### src/rtl/rand_range.sv
// rtl/rand_range.sv - rejection-sampled uniform integers in [MIN, MAX] from a 32-bit PRNG word, show-ahead FIFO output.
// Optional: define RAND_RANGE_NO_REPEAT_EN to reject candidates equal to the last pushed value.
module rand_range #(
   parameter int OUT_W      = 10,
   parameter int MIN        = 0,
   parameter int MAX        = 639,
   parameter int DEPTH      = 4,
   parameter int WARMUP_CYC = 8
) (
   input  logic                     clk,
   input  logic                     reset_n,
   input  logic                     start,
   input  logic [31:0]              prng,
   output logic                     prng_en,
   output logic                     rnd_valid,
   input  logic                     rnd_ready,
   output logic [OUT_W-1:0]         rnd_data,
   output logic [$clog2(DEPTH):0]   fill,
   output logic [15:0]              reject_cnt
);

   localparam int RANGE = MAX - MIN + 1;
   localparam int K     = $clog2(RANGE);
   localparam int AW    = $clog2(DEPTH);
   localparam int FW    = AW + 1;
   localparam int WCW   = $clog2(WARMUP_CYC) + 1;

   localparam logic [K-1:0]   SPAN  = K'(MAX - MIN);
   localparam logic [FW-1:0]  FULL  = FW'(DEPTH);
   localparam logic [WCW-1:0] WLAST = WCW'(WARMUP_CYC - 1);

   typedef enum logic [1:0] {IDLE, WARMUP, RUN} state_t;

   state_t            state, state_nx;
   logic [WCW-1:0]    warm_cnt;
   logic [OUT_W-1:0]  mem [DEPTH];
   logic [AW-1:0]     wr_ptr, rd_ptr, rd_nx;
   logic [FW-1:0]     fill_nx;
   logic [OUT_W-1:0]  head_nx;

   logic [K-1:0]      cand;
   logic [OUT_W-1:0]  cand_val;
   logic              in_range, repeat_hit, running, push, pop, reject;
   logic              unused_prng_low;

   // Only the top K bits drive the candidate; the rest of the word is ignored.
   assign cand            = prng[31 -: K];
   assign unused_prng_low = ^prng[31-K:0];
   assign cand_val        = OUT_W'(32'(cand) + 32'(MIN));
   assign in_range        = (cand <= SPAN);
   assign running         = (state == RUN);

`ifdef RAND_RANGE_NO_REPEAT_EN
   logic [OUT_W-1:0]  last_pushed;
   logic              last_valid;

   assign repeat_hit = last_valid && (cand_val == last_pushed);

   always_ff @(posedge clk or negedge reset_n) begin
      if (!reset_n) begin
         last_pushed <= '0;
         last_valid  <= 1'b0;
      end else if (push) begin
         last_pushed <= cand_val;
         last_valid  <= 1'b1;
      end
   end
`else
   assign repeat_hit = 1'b0;
`endif

   // A full FIFO blocks the push even when a pop happens in the same cycle.
   assign reject    = running && (!in_range || repeat_hit);
   assign push      = running && in_range && !repeat_hit && (fill < FULL);
   assign rnd_valid = (fill != '0);
   assign pop       = rnd_valid && rnd_ready;

   always_ff @(posedge clk or negedge reset_n) begin
      if (!reset_n) begin
         state <= IDLE;
      end else begin
         state <= state_nx;
      end
   end

   always_comb begin
      state_nx = state;
      case (state)
         IDLE:    if (start) state_nx = WARMUP;
         WARMUP:  if (warm_cnt == WLAST) state_nx = RUN;
         RUN:     state_nx = RUN;
         default: state_nx = IDLE;
      endcase
   end

   always_ff @(posedge clk or negedge reset_n) begin
      if (!reset_n) begin
         warm_cnt   <= '0;
         prng_en    <= 1'b0;
         reject_cnt <= '0;
      end else begin
         if (state == WARMUP && warm_cnt != WLAST) warm_cnt <= warm_cnt + WCW'(1);
         if (state == IDLE && start) prng_en <= 1'b1;
         if (reject && reject_cnt != 16'hFFFF) reject_cnt <= reject_cnt + 16'd1;
      end
   end

   // Registered head: bypass the write when the incoming entry becomes the head.
   always_comb begin
      rd_nx   = pop ? rd_ptr + AW'(1) : rd_ptr;
      fill_nx = fill;
      case ({push, pop})
         2'b10:   fill_nx = fill + FW'(1);
         2'b01:   fill_nx = fill - FW'(1);
         default: fill_nx = fill;
      endcase
      head_nx = (push && wr_ptr == rd_nx) ? cand_val : mem[rd_nx];
   end

   always_ff @(posedge clk or negedge reset_n) begin
      if (!reset_n) begin
         wr_ptr   <= '0;
         rd_ptr   <= '0;
         fill     <= '0;
         rnd_data <= '0;
         for (int i = 0; i < DEPTH; i++) mem[i] <= '0;
      end else begin
         if (push) begin
            mem[wr_ptr] <= cand_val;
            wr_ptr      <= wr_ptr + AW'(1);
         end
         rd_ptr <= rd_nx;
         fill   <= fill_nx;
         if (fill_nx != '0) rnd_data <= head_nx;
      end
   end

endmodule

### config.mk
export PLATFORM = sky130hd
export DESIGN_NAME = rand_range
export DESIGN_NICKNAME = d
export VERILOG_FILES = /design/src/rtl/rand_range.sv
export SDC_FILE = /design/constraint.sdc
export NUM_CORES = 1
export LEC_CHECK = 0
export CAP_MARGIN = 20
export CELL_PAD_IN_SITES_DETAIL_PLACEMENT = 0
export CELL_PAD_IN_SITES_GLOBAL_PLACEMENT = 2
export CORE_MARGIN = 4
export CORE_UTILIZATION = 43
export CTS_CLUSTER_SIZE = 20
export DETAILED_ROUTE_END_ITERATION = 10
export DONT_BUFFER_PORTS = 1
export PLACE_DENSITY = 0.79
export SETUP_SLACK_MARGIN = 0.05
export SLEW_MARGIN = 25
export SYNTH_ARGS = -nofsm -noshare
export SYNTH_HDL_FRONTEND = slang
export SYNTH_SLANG_ARGS = --single-unit
export TNS_END_PERCENT = 20
### constraint.sdc
create_clock -name clk -period 3.5 [get_ports clk]
set_input_delay 0.7 -clock clk [delete_from_list [all_inputs] [get_ports clk]]
set_output_delay 0.7 -clock clk [all_outputs]
set_load 0.05 [all_outputs]
== After elaboration in Yosys (flattened, before gate mapping) ==
Index checks and enable logic that the tools add are counted.
Storage, ports and cells
  bits in registers: 80
  output and inout bits: 31
  input bits: 36
  logic and storage cells: 61
Cells by class
  multiplexer cells: 12
  order comparisons: 5
  eq/ne operators: 10
  bitwise logic cells: 2
  reduce and logical (&&, ||, !) cells: 14
  add/subtract/negate cells: 6
Operators with widths (count)
  40-bit bitwise mux: 1
  10-bit 2-to-1 mux: 4
  10-bit binary-select mux with 2-bit select: 1
  10-bit demux with 2-bit select: 1
  16-bit by 1-bit adder with 16-bit output (second input constant): 1
  16-bit inequality test (second input constant): 1
  10-bit less-or-equal comparator (second input constant): 1
  1-bit logical AND: 9
  3-bit >= comparator (second input constant): 2
  2-bit 2-to-1 mux: 3
  2-bit NOT with 3-bit output: 2
  2-bit case mux with 3 select lines: 1
  3-bit case mux with 2 select lines: 1
  3-bit nonzero test: 2
  2-bit by 1-bit adder with 2-bit output (second input constant): 2
  4-bit by 1-bit adder with 4-bit output (second input constant): 1
  2-bit by 1-bit == test with 1-bit output (second input constant): 2
  2-bit == test (second input constant): 2
  4-bit by 3-bit == test with 1-bit output (second input constant): 1
  2-bit inequality test (second input constant): 2
  4-bit by 3-bit inequality test with 1-bit output (second input constant): 1
  3-bit by 1-bit adder with 3-bit output (second input constant): 1
  3-bit by 1-bit < comparator with 1-bit output (second input constant): 1
  3-bit < comparator (second input constant): 1
  other kinds (5): 5

== Logic depth before layout (Yosys ltp) ==
Gate-level depths: netlist of run 1.
  word-level depth: 8
  mapped depth: 15
  depth with buffers taken out: 12

== Least setup slack after synthesis of run 1 ==
OpenSTA, ideal clock, no wires.
  kind: register to register
  start point: reg fill[2]
  end point: reg rnd_data[0]
  path buffers: 3
  cell stages (with the launch flop): 14
  path slack: 0.305 ns
  arrival: 3.100 ns
  data required time: 3.405 ns
  clock period less this slack: 3.195 ns
  setup time: 0.095 ns
  path through: dfrtp_1 -> and3b_1 -> clkbuf_1 -> inv_1 -> ha_1 -> inv_1 -> fa_1 -> xor2_1 -> o21a_1 -> nor4_1 -> clkbuf_1 -> clkbuf_1 -> nand2_1 -> o31ai_1
Between the ends
  word-level cells in the longest chain between the ends: 8
  elaborated cells between the ends (all ways): 18
  those cells by class: add/sub: 2; order compare: 1; eq/ne: 3; mux: 6; bitwise: 1; reduce/logical: 5
Ends and longest elaborated chain
  start: declaration: RTL line 18  | output logic [$clog2(DEPTH):0] fill,
  start signal: assignment: RTL line 133  | fill <= fill_nx;
  3-bit nonzero test: RTL line 75  | assign rnd_valid = (fill != '0);
  1-bit logical AND: RTL line 76  | assign pop = rnd_valid && rnd_ready;
  2-bit 2-to-1 mux: RTL line 110  | rd_nx = pop ? rd_ptr + AW'(1) : rd_ptr;
  2-bit NOT with 3-bit output (implied by the code): RTL line 117  | head_nx = (push && wr_ptr == rd_nx) ? cand_val : mem[rd_nx];
  10-bit binary-select mux with 2-bit select: RTL line 117
  10-bit 2-to-1 mux (implied by the code) (2 in series): RTL line 117
  10-bit 2-to-1 mux: RTL line 117
  end signal: assignment: RTL line 134  | if (fill_nx != '0) rnd_data <= head_nx;
  end: declaration: RTL line 17  | output logic [OUT_W-1:0] rnd_data,
Parallel ways exist; a longest one is shown, timed or not. The select of a mux whose other input is x is not followed.
A chain may end at the register's enable or synchronous reset.

== Final worst setup path of run 1 ==
  start point: reg state[0]
  end point: reg rnd_data[8]
Between the ends
  word-level cells in the longest chain between the ends: 6
  elaborated cells between the ends (all ways): 9
  those cells by class: eq/ne: 3; mux: 2; reduce/logical: 4
Ends and longest elaborated chain
  start: declaration: RTL line 34  | state_t state, state_nx;
  start signal: assignment: RTL line 82  | state <= state_nx;
  2-bit == test *: RTL line 51  | assign running = (state == RUN);
  1-bit logical AND * (2 in series): RTL line 74  | assign push = running && in_range && !repeat_hit && (fill < FULL);
  2-bit by 1-bit == test with 1-bit output or 2-bit == test (tied branches): RTL line 112  | case ({push, pop})
  3-bit case mux with 2 select lines *: RTL line 112
  net fill_nx[1]: RTL line 38  | logic [FW-1:0] fill_nx;
  3-bit nonzero test *: RTL line 134
Mark *: on every way through the listed nets, which the timed path passes. The rest lies on a longest branch.

==> results.tsv, run 1 <==
stage	metric	value	unit
synthesis	yosysTopAreaCell	dfrtp_1	
route	dr.pass1.iters	4	
timing	slew_headroom	0.496	
route	drtIter0Drc	79	
floorplan	die_h	107	microns
cells_and_area	diodes	0	
synthesis	synth_cell_type_count	49	
cts	clk_latency	360	ps
critical_path	cp-start-kind	flip-flop	
synthesis	synth_seq_cells	80	
cts	clk_path_buf_depth	2	
pwr	finalPower	4.36	mW
place	place_congestion	0.703	
route	viasPerCell	5.47	
synthesis	synth_top_cell_area_share	0.479	
critical_path	crit_path_end_kind	flip-flop	
flow_run	cap_viol_max_count	0	
route	drc	0	
cts	cts_buffers	9	
cells_and_area	final_area	4560	sq um
cts	postCtsSetupRepairBufs	0	
synthesis	postSynthAreaPerCell	12.7	sq um
timing	rsz0062_at_grt	no	
synthesis	synth_edf_count	0	
route	avgRoutedWirePerCell	17.6	microns
timing	finalHoldViolCount	0	
floorplan	die-width	107	microns
route	antenna_left	0	
cells_and_area	syn2layout_area_growth	9.14	%
synthesis	syn_inst	330	
synthesis	ys_warn_count	0	
critical_path	arrival	3050	ps
global_routing	grt_pass1_vias	2714	
timing	fin_crit	2810	ps
worst_hold_path	hp-class	in2async	
cells_and_area	layout-drive-gt1-share	0.240	
cells_and_area	final_core_util	0.489	
synthesis	async_flop_share	1.00	
timing	finalSetupViolations	0	
critical_path	crit_fanout	20	
critical_path	reg2reg_slack	690	ps
cells_and_area	layout_commonest_cell	dfrtp_1	
cells_and_area	final_cell_mix	80 x dfrtp_1, 46 x mux2_2, 28 x nand2_1	
critical_path	worst-setup-path-type	reg2reg	
timing	tightest_slew	754	ps
timing	max_freq	356	MHz
cts	cts_tree	built	
timing	tns	0	ps
place	dpl.hpwl	5.34	mm
timing	fin_skew	14.4	ps
global_routing	globalRouteTotalUtil	0.157	
floorplan	row_count	35	
cts	cts_sinks	80	
cts	hold_buffers	0	
critical_path	worst-r2r-cell-count	11	
critical_path	r2r-end	rnd_data[8]	
pwr	ir_worst_vdd	0.000340	V
global_routing	gr-total-overflow	0	
place	io_buffers	0	
cts	postCtsResizedCells	0	
synthesis	synth.area.top_cells	dfrtp_1 48%, mux2_2 12%, mux4_1 6.9%, ha_1 3.3%, mux4_2 2.7%	
synthesis	synth_fp_nets	378	
synthesis	yosysSeqAreaShare	0.479	
floorplan	initial_utilization	0.448	
route	via_count	2554	
pwr	power_density	957	nW/um^2
cts	clk_pin_slew	90	ps
floorplan	io_pins	67	
cells_and_area	fin_nets	381	
global_routing	grt_pass1_wl	13.8	mm
critical_path	rr_startpoint	state[0]	
synthesis	synthesis.area	4180	sq um
global_routing	grt_max_degree	81	
cts	root_buffer	clkbuf_8	
timing	whs	28.6	ps
route	wl	8.20	mm
timing	fin_crit_sh	0.803	
critical_path	worstPathRequired	3740	ps
timing	drv_slew	0	
floorplan	die-area	11400	sq um
floorplan	core_area	9330	sq um
cts	htree_levels	3	
global_routing	antenna_found_initial	0	
synthesis	synth_ff_type	dfrtp_1	
place	placed_area	4330	sq um
pwr	p_leak	2.09	nW
run_status	status	complete, no violations	
## through the flow
step / std cells / setup WS (ps)
after global placement: 451 / 600
after floorplan: 330 / 305
after CTS: 467 / 650
after detailed placement: 451 / 584
after global routing: 467 / 439
final: 467 / 690
## cell families (layout without fill, tap and decap cells)
family,Yosys count,count (layout),synth area share
buffers and inverters,31,39,0.0321
XOR/XNOR,23,23,0.0548
multiplexers,72,72,0.244
AND/OR/NAND/NOR,72,72,0.0884
adder cells (fa/ha/maj),12,12,0.0377
flip-flops,80,80,0.479
AO/OA/AOI/OAI,40,40,0.0635
## critical path: stages, from the launching register on
cell	delay [ps]
dfrtp_1	390
inv_1	120
ha_1	220
and3b_1	350
inv_1	80
ha_1	230
inv_1	70
fa_1	410
mux2i_1	220
nor4_2	80
buf_4	210
o31a_1	310
## report_power, final
part           internal, mW  switching, mW
combinational         0.923          0.775
sequential             1.31          0.573
clock                 0.424          0.361
total                  2.65           1.71
## Yosys cell counts, drive strengths merged, types with 8 or more instances
cell     n
o21ai   17
mux2    46
nor2     8
xnor2   12
xor2     9
inv     15
mux2i   10
ha      11
dfrtp   80
nand2   28
clkbuf  10
mux4    16
## worst max-delay path by stage
| stage | start | to | slack (ps) | cells past startpoint |
|---|---|---|---|---|
| after floorplan | fill[2] | rnd_data[0] | 300 | 13 |
| after global placement | prng[29] | rnd_data[8] | 600 | 10 |
| after detailed placement | prng[29] | rnd_data[8] | 580 | 12 |
| after CTS | state[0] | rnd_data[8] | 650 | 13 |
| after global routing | state[0] | rnd_data[8] | 440 | 13 |
| final | state[0] | rnd_data[8] | 690 | 11 |
## state kept, by name (all words and copies together), names as in the netlist
register and count:
fill 3, mem 40, prng_en 1, rd_ptr 2, reject_cnt 16, rnd_data 10
state 2, warm_cnt 4, wr_ptr 2
## layer usage
| layer | share of wire | track usage | wire (microns) | vias up |
|---|---|---|---|---|
| met4 | 0.018 | 0.0658 | 148 | 0 |
| met5 | 0 | 0 | 0 | - |
| met2 | 0.49 | 0.257 | 4010 | 34 |
| met1 | 0.45 | 0.201 | 3710 | 1304 |
| met3 | 0.041 | 0.0358 | 335 | 12 |
| li1 | - | - | - | 1204 |
## final cells by class
cell class,count,area [sq um]
fillers,846,4770
multi-input cells,219,2050
well taps,129,161
clock buffers,10,138
flip-flops and latches,80,2000
inverters,15,58.8
clock inverters,6,90.1
repair buffers,8,60.1
(Power assumes the default switching activity.)
==> run 2: changes to the inputs <==
Settings changed: CORE_UTILIZATION 43 to 39, PLACE_DENSITY 0.79 to 0.76.
Clock period 3.5 ns to 2.5 ns, I/O delays scaled along.
==> run 2 against run 1 <==
Against the previous run: register-to-register slack got worse by 620 ps; count of clock-buffer cells in the layout did not move; critical endpoint is now rnd_data[9]; cell area rose by 7.4%; first-iteration DRC count rose by 2.5%; flip-flop and latch count did not move; largest power group is now combinational logic; maximum frequency rose by 16%; highest routed layer unchanged; cell count rose by 8.6%; via count rose by 2.9%.
==> results.tsv, run 2 (synthesis gave the netlist of run 1 again) <==
stage	metric	value	unit	change
floorplan	core_area	10400	sq um	+11%
pwr	p_leak	2.26	nW	+8.2%
timing	drv_slew	0		unchanged
global_routing	globalRouteTotalUtil	0.147		-0.00975
timing	max_freq	411	MHz	+16%
place	dp_cells	487		+8.0%
cells_and_area	largest_register_ff_count	40		unchanged
cts	clk_path_buf_depth	2		unchanged
timing	whs	39.7	ps	+11.2 ps
critical_path	worst-setup-path-type	reg2reg		
timing	tns	0	ps	unchanged
place	place_congestion	0.694		-1.3%
cells_and_area	final-seq-area	2010	sq um	+0.19%
critical_path	crit_fanout	7		-65%
cells_and_area	diodes	0		unchanged
global_routing	grt_pass1_vias	2821		+3.9%
cells_and_area	finalNonFillerCells	507		+8.6%
global_routing	antenna_found_initial	0		unchanged
route	avgRoutedWirePerCell	16.7	microns	-4.9%
timing	finalSetupViolations	0		unchanged
timing	tightest_slew	579	ps	-176 ps
timing	fin_crit	2430	ps	-378 ps
cts	clk_pin_slew	100	ps	about the same
critical_path	reg2reg_slack	70	ps	-620 ps
timing	finalHoldViolCount	0		unchanged
critical_path	rr_startpoint	state[1]		
floorplan	die-width	111	microns	+4.6%
route	wl	8.47	mm	+3.3%
cells_and_area	syn2layout_area_growth	17.2	%	
floorplan	initial_utilization	0.403		-0.0450
cts	htree_levels	3		unchanged
cts	cts_sinks	80		unchanged
timing	rsz0062_at_grt	yes		
cts	clk_latency	350	ps	about the same
route	antenna_left	0		unchanged
timing	fin_crit_sh	0.973		+0.170
place	io_buffers	0		unchanged
flow_run	cap_viol_max_count	0		unchanged
cts	cts_tree	built		
pwr	ir_worst_vdd	0.000834	V	+150%
critical_path	r2r-end	rnd_data[9]		
route	dr.pass1.iters	4		unchanged
critical_path	crit_path_end_kind	flip-flop		
pwr	finalPower	6.51	mW	+49%
worst_hold_path	hp-class	in2async		
cells_and_area	reg.largest.list	mem x40, reject_cnt x16, rnd_data x10		
global_routing	grt_max_degree	81		unchanged
critical_path	cp-start-kind	flip-flop		
cells_and_area	fin_nets	414		+8.7%
cells_and_area	multi_input_area	2090	sq um	+2.2%
cells_and_area	layout-drive-gt1-share	0.340		+0.100
critical_path	worstPathRequired	2780	ps	-960 ps
timing	slew_headroom	0.613		+0.117
critical_path	crit_start	state[1]		
critical_path	worstSetupEndpoint	rnd_data[9]		
critical_path	arrival	2710	ps	-340 ps
pwr	power_density	1330	nW/um^2	+39%
global_routing	gr-total-overflow	0		unchanged
global_routing	grt_pass1_wl	14.7	mm	+6.5%
cells_and_area	final_area	4890	sq um	+7.4%
place	placed_area	4600	sq um	+6.2%
cells_and_area	layout_commonest_cell	dfrtp_1		
route	drc	0		unchanged
run_status	status	complete, no violations		
critical_path	worst-r2r-cell-count	12		+1
route	drtIter0Drc	81		+2.5%
floorplan	die_h	111	microns	+4.6%
cts	cts_buffers	9		unchanged
floorplan	io_pins	67		unchanged
route	via_count	2629		+2.9%
route	viasPerCell	5.19		-5.2%
cells_and_area	final_cell_mix	77 x dfrtp_1, 46 x mux2_2, 38 x buf_4		
timing	fin_skew	18.5	ps	+4.09 ps
floorplan	die-area	12400	sq um	+9.5%
cts	root_buffer	clkbuf_8		
cells_and_area	fillers	968		+14%
cells_and_area	regMostFlops	mem		
floorplan	row_count	37		+5.7%
place	dpl.hpwl	5.81	mm	+8.8%
-- run 2: cell types whose count changed in the layout (fill, tap and decap cells not counted), moves of 3 or more --
| cell | previous run | this run |
|---|---|---|
| inv_2 | 0 | 3 |
| inv_1 | 14 | 11 |
| o21ai_0 | 13 | 10 |
| o21ai_1 | 4 | 7 |
| dfrtp_2 | 0 | 3 |
| buf_4 | 8 | 38 |
| dfrtp_1 | 80 | 77 |
-- run 2: worst min-delay path by stage --
stage | cells past startpoint | endpoint | slack (ps)
floorplan | 0 | fill[0] | 200
global placement | 0 | fill[2] | 210
detailed placement | 0 | fill[1] | 210
CTS | 1 | rnd_data[6] | 50
global route | 1 | rnd_data[4] | 50
finish | 1 | rnd_data[4] | 40
-- run 2: per-stage QoR --
| step | utilization | setup slack, ps |
|---|---|---|
| finish | 0.472 | 67.9 |
| global route | 0.472 | -93.6 |
| CTS | 0.471 | 29.9 |
| detailed placement | 0.444 | -95.4 |
| global placement | 0.444 | -46.4 |
| floorplan | - | -268 |
-- run 2: what timing repair did --
item,4_1_cts,5_1_grt
buffers inserted,2,1
resized for setup,7,3
endpoints found under the setup margin,10,10
hold endpoints to repair,80,0
hold buffers,1,0
cloned,0,0
-- run 2: final cells by class --
class                      count  share of cell area
tap                          136              0.0348
sequential                    80               0.410
inverter                      15              0.0120
clock buffer                  10              0.0261
clock inverter                 6              0.0192
multi-input combinational    219               0.428
timing repair buffer          41              0.0703
-- run 2: where the power goes --
group          leakage, nW  switching [mW]  internal (mW)  total, mW
clock                0.107           0.495          0.568       1.06
sequential           0.994           0.644           1.84       2.48
combinational         1.16            1.39           1.58       2.97
total                 2.26            2.53           3.98       6.51
-- run 2: routing by layer --
metal  GRT usage  up-vias  part of all wire  routed length, microns
met1       0.196     1309              0.48                    4050
met2       0.237       39              0.47                    3990
met4      0.0487        0             0.012                     100
met5           0        -                 0                       0
met3      0.0364        9             0.040                     340
li1            -     1272                 -                       -
-- run 2: critical path, stage by stage, from the launching register on --
cell     delay [ps]
dfrtp_1         410
ha_4            180
and3b_1         180
inv_2            70
ha_4            130
inv_2            30
fa_2            520
mux2i_2          80
nor4_2          280
buf_4           210
buf_6           120
nand2_1          50
o21ai_1         100
==> run 3: changes to the inputs <==
Settings changed: ABC_AREA set to 1, CORE_UTILIZATION 39 to 34.
==> run 3 against run 2 <==
Against the previous run: non-clock buffer count fell by 5; first-iteration DRC count is 120% higher; core utilization down 5.2 points; count of clock-buffer cells in the layout increased by 2; sequential power is 2% lower; critical path type unchanged; largest power group unchanged.
==> results.tsv, run 3 <==
stage	metric	value	unit	change
synthesis	ys_warn_count	0		unchanged
critical_path	crit_fanout	5		-2
cts	clk_pin_slew	60	ps	-40 ps
synthesis	synth_compound_area_frac	0.0750		+0.0115
critical_path	cp-start-kind	flip-flop		
cells_and_area	final_cell_mix	150 x nand2_1, 77 x dfrtp_1, 65 x nand3_1		
global_routing	gr-total-overflow	0		unchanged
timing	max_freq	427	MHz	+3.9%
flow_run	cap_viol_max_count	0		unchanged
global_routing	globalRouteTotalUtil	0.166		+0.0184
route	viasPerCell	4.96		-4.4%
timing	finalHoldViolCount	0		unchanged
cells_and_area	layout_commonest_cell	nand2_1		
critical_path	worstPathRequired	2720	ps	-60 ps
synthesis	synth_edf_count	0		unchanged
route	dr.pass1.iters	4		unchanged
synthesis	synth_seq_cells	80		unchanged
timing	drv_slew	0		unchanged
cts	root_buffer	clkbuf_16		
timing	fin_skew	8.92	ps	-9.56 ps
synthesis	yosys.area_share.simple	0.289		+0.200
critical_path	worst-r2r-cell-count	14		+2
floorplan	initial_utilization	0.351		-0.0522
critical_path	arrival	2560	ps	-150 ps
floorplan	die-area	13700	sq um	+11%
timing	tns	0	ps	unchanged
critical_path	reg2reg_slack	160	ps	+90 ps
critical_path	crit_path_end_kind	flip-flop		
timing	rsz0062_at_grt	no		
global_routing	grt_max_degree	81		unchanged
cts	htree_levels	3		unchanged
run_status	status	complete, no violations		
timing	setup_ws	159	ps	+90.7 ps
cells_and_area	fin_nets	568		+37%
cts	cts_tree	built		
floorplan	die-width	117	microns	+5.1%
pwr	ir_worst_vdd	0.000581	V	-30%
timing	fin_crit	2340	ps	-90.7 ps
floorplan	core_area	11600	sq um	+12%
worst_hold_path	hp-class	in2async		
cells_and_area	diodes	0		unchanged
critical_path	r2r-end	rnd_data[0]		
cells_and_area	syn2layout_area_growth	19.7	%	
cts	clk_path_buf_depth	2		unchanged
synthesis	ys_top_cells_by_count	151 x nand2_1, 80 x dfrtp_1, 68 x nand3_1		
floorplan	row_count	39		+5.4%
floorplan	io_pins	67		unchanged
route	via_count	3313		+26%
synthesis	synth_top_cell_area_share	0.494		+0.0145
timing	fin_crit_sh	0.937		-0.0363
pwr	power_density	1480	nW/um^2	+11%
timing	finalSetupViolations	0		unchanged
synthesis	synthMuxAreaShare	0.00278		-0.241
critical_path	worstSetupEndpoint	rnd_data[0]		
synthesis	async_flop_share	1.00		unchanged
synthesis	synth_fa_ha_area_frac	0.0389		+0.00114
cts	cts_buffers	9		unchanged
cells_and_area	layout-drive-gt1-share	0.162		-0.178
route	avgRoutedWirePerCell	15.3	microns	-8.2%
cts	clk_latency	340	ps	about the same
synthesis	synth_most_common_cell	nand2_1		
pwr	p_leak	2.34	nW	+3.6%
synthesis	synth_xor_area_frac	0.0324		-0.0224
place	dpl.hpwl	6.97	mm	+20%
timing	slew_headroom	0.522		-0.0914
synthesis	synth_top_family_by_area	simple AND/OR/NAND/NOR gates		
synthesis	synth_cell_type_count	29		-41%
route	antenna_left	0		unchanged
route	drc	0		unchanged
synthesis	synth.area.top_cells	dfrtp_1 49%, nand2_1 14%, nand3_1 8.4%, o21ai_0 6.3%, inv_1 3.8%		
cts	cts_sinks	80		unchanged
route	wl	10.2	mm	+21%
global_routing	grt_pass1_vias	3386		+20%
synthesis	postSynthAreaPerCell	8.19	sq um	-35%
floorplan	die_h	117	microns	+5.1%
cells_and_area	regMostFlops	mem		
global_routing	grt_pass1_wl	17.6	mm	+20%
synthesis	synthesis.area	4050	sq um	-2.9%
synthesis	synth_fp_nets	543		+44%
place	place_congestion	0.789		+14%
place	dp_worst_setup_slack	57.3	ps	+153 ps
synthesis	syn_inst	495		+50%
critical_path	worst-setup-path-type	reg2reg		
route	drtIter0Drc	180		+120%
critical_path	rr_startpoint	state[0]		
cells_and_area	reg.largest.list	mem x40, reject_cnt x16, rnd_data x10		
critical_path	crit_start	state[0]		
synthesis	yosysSeqAreaShare	0.494		+0.0145
synthesis	synth_ff_type	dfrtp_1		
synthesis	yosysTopAreaCell	dfrtp_1		
timing	tightest_slew	716	ps	+137 ps
place	io_buffers	0		unchanged
cells_and_area	largest_register_ff_count	40		unchanged
global_routing	antenna_found_initial	0		unchanged
cells_and_area	final_core_util	0.419		-0.0524
==> run 3: changes by cell type after synthesis, sizes merged, moves of 4 or more <==
cell,previous run,this run
nand2,28,156
nand3,7,69
mux2,46,1
o21ai,17,54
inv,15,43
mux4,16,0
mux2i,10,0
nand4,4,13
buf,6,13
xnor2,12,6
nor3,5,10
and3,4,0
==> run 3: worst min path at each step <==
stage	from	to	depth (start not counted)
floorplan	reset_n	fill[0]	0
global placement	reset_n	mem[7]	0
detailed placement	reset_n	mem[17]	0
CTS	reset_n	mem[17]	1
global route	reset_n	wr_ptr[1]	1
finish	reset_n	mem[7]	1
==> run 3: kinds of logic after synthesis <==
logic type	Yosys count
buffers and inverters	66
flip-flops	80
multiplexers	1
XOR/XNOR	15
AND/OR/NAND/NOR	263
adder cells (fa/ha/maj)	12
AO/OA/AOI/OAI	58
==> run 3: area by class of cell <==
class | instances | area [sq um]
Multi-Input combinational cell | 349 | 1830
Inverter | 44 | 175
Clock buffer | 12 | 267
Tap cell | 143 | 179
Clock inverter | 4 | 75.1
Sequential cell | 80 | 2010
Timing Repair Buffer | 36 | 320
Fill cell | 1200 | 6710
==> run 3: metal layers <==
layer	up-vias	part of all wire	global-route usage
met3	12	0.065	0.0452
met2	70	0.48	0.267
met4	0	0.013	0.0505
li1	1656	-	-
met1	1575	0.44	0.218
met5	-	0	0
==> run 3: power breakdown <==
group          switching, mW  internal (mW)  total, mW  leakage (nW)
Clock                  0.531          0.957       1.49         0.161
Sequential             0.612           1.83       2.44          1.00
Combinational           2.08           1.15       3.23          1.18
Total                   3.22           3.94       7.16          2.34
==> run 3: stage by stage <==
stage | instance area [sq um] | cells | hold WS (ps) | power (mW)
6_report | 4850 | 668 | 49.3 | 7.16
5_1_grt | 4850 | 668 | 94.1 | 7.80
4_1_cts | 4780 | 665 | 78.7 | 7.05
3_5_place_dp | 4410 | 648 | 209 | 5.50
3_3_place_gp | 4410 | 648 | 210 | 5.44
2_1_floorplan | 4110 | 495 | 204 | 4.63
==> run 3: worst max-delay path: stages, from the launching register on <==
cell and delay, ps:
dfrtp_1 360, inv_2 40, ha_2 190, inv_2 60
nor3_4 30, inv_1 60, ha_2 170, inv_2 40
fa_1 370, or2_4 260, nand4_1 140, nand3_4 150
clkbuf_16 190, nand3_1 100, nand2_1 60
==> run 3: timing repair <==
item | in CTS | in global routing
setup endpoints to repair | 0 | 10
setup buffers | 0 | 2
resized for setup | 0 | 9
hold buffers | 1 | 0
hold endpoints to repair | 80 | 0
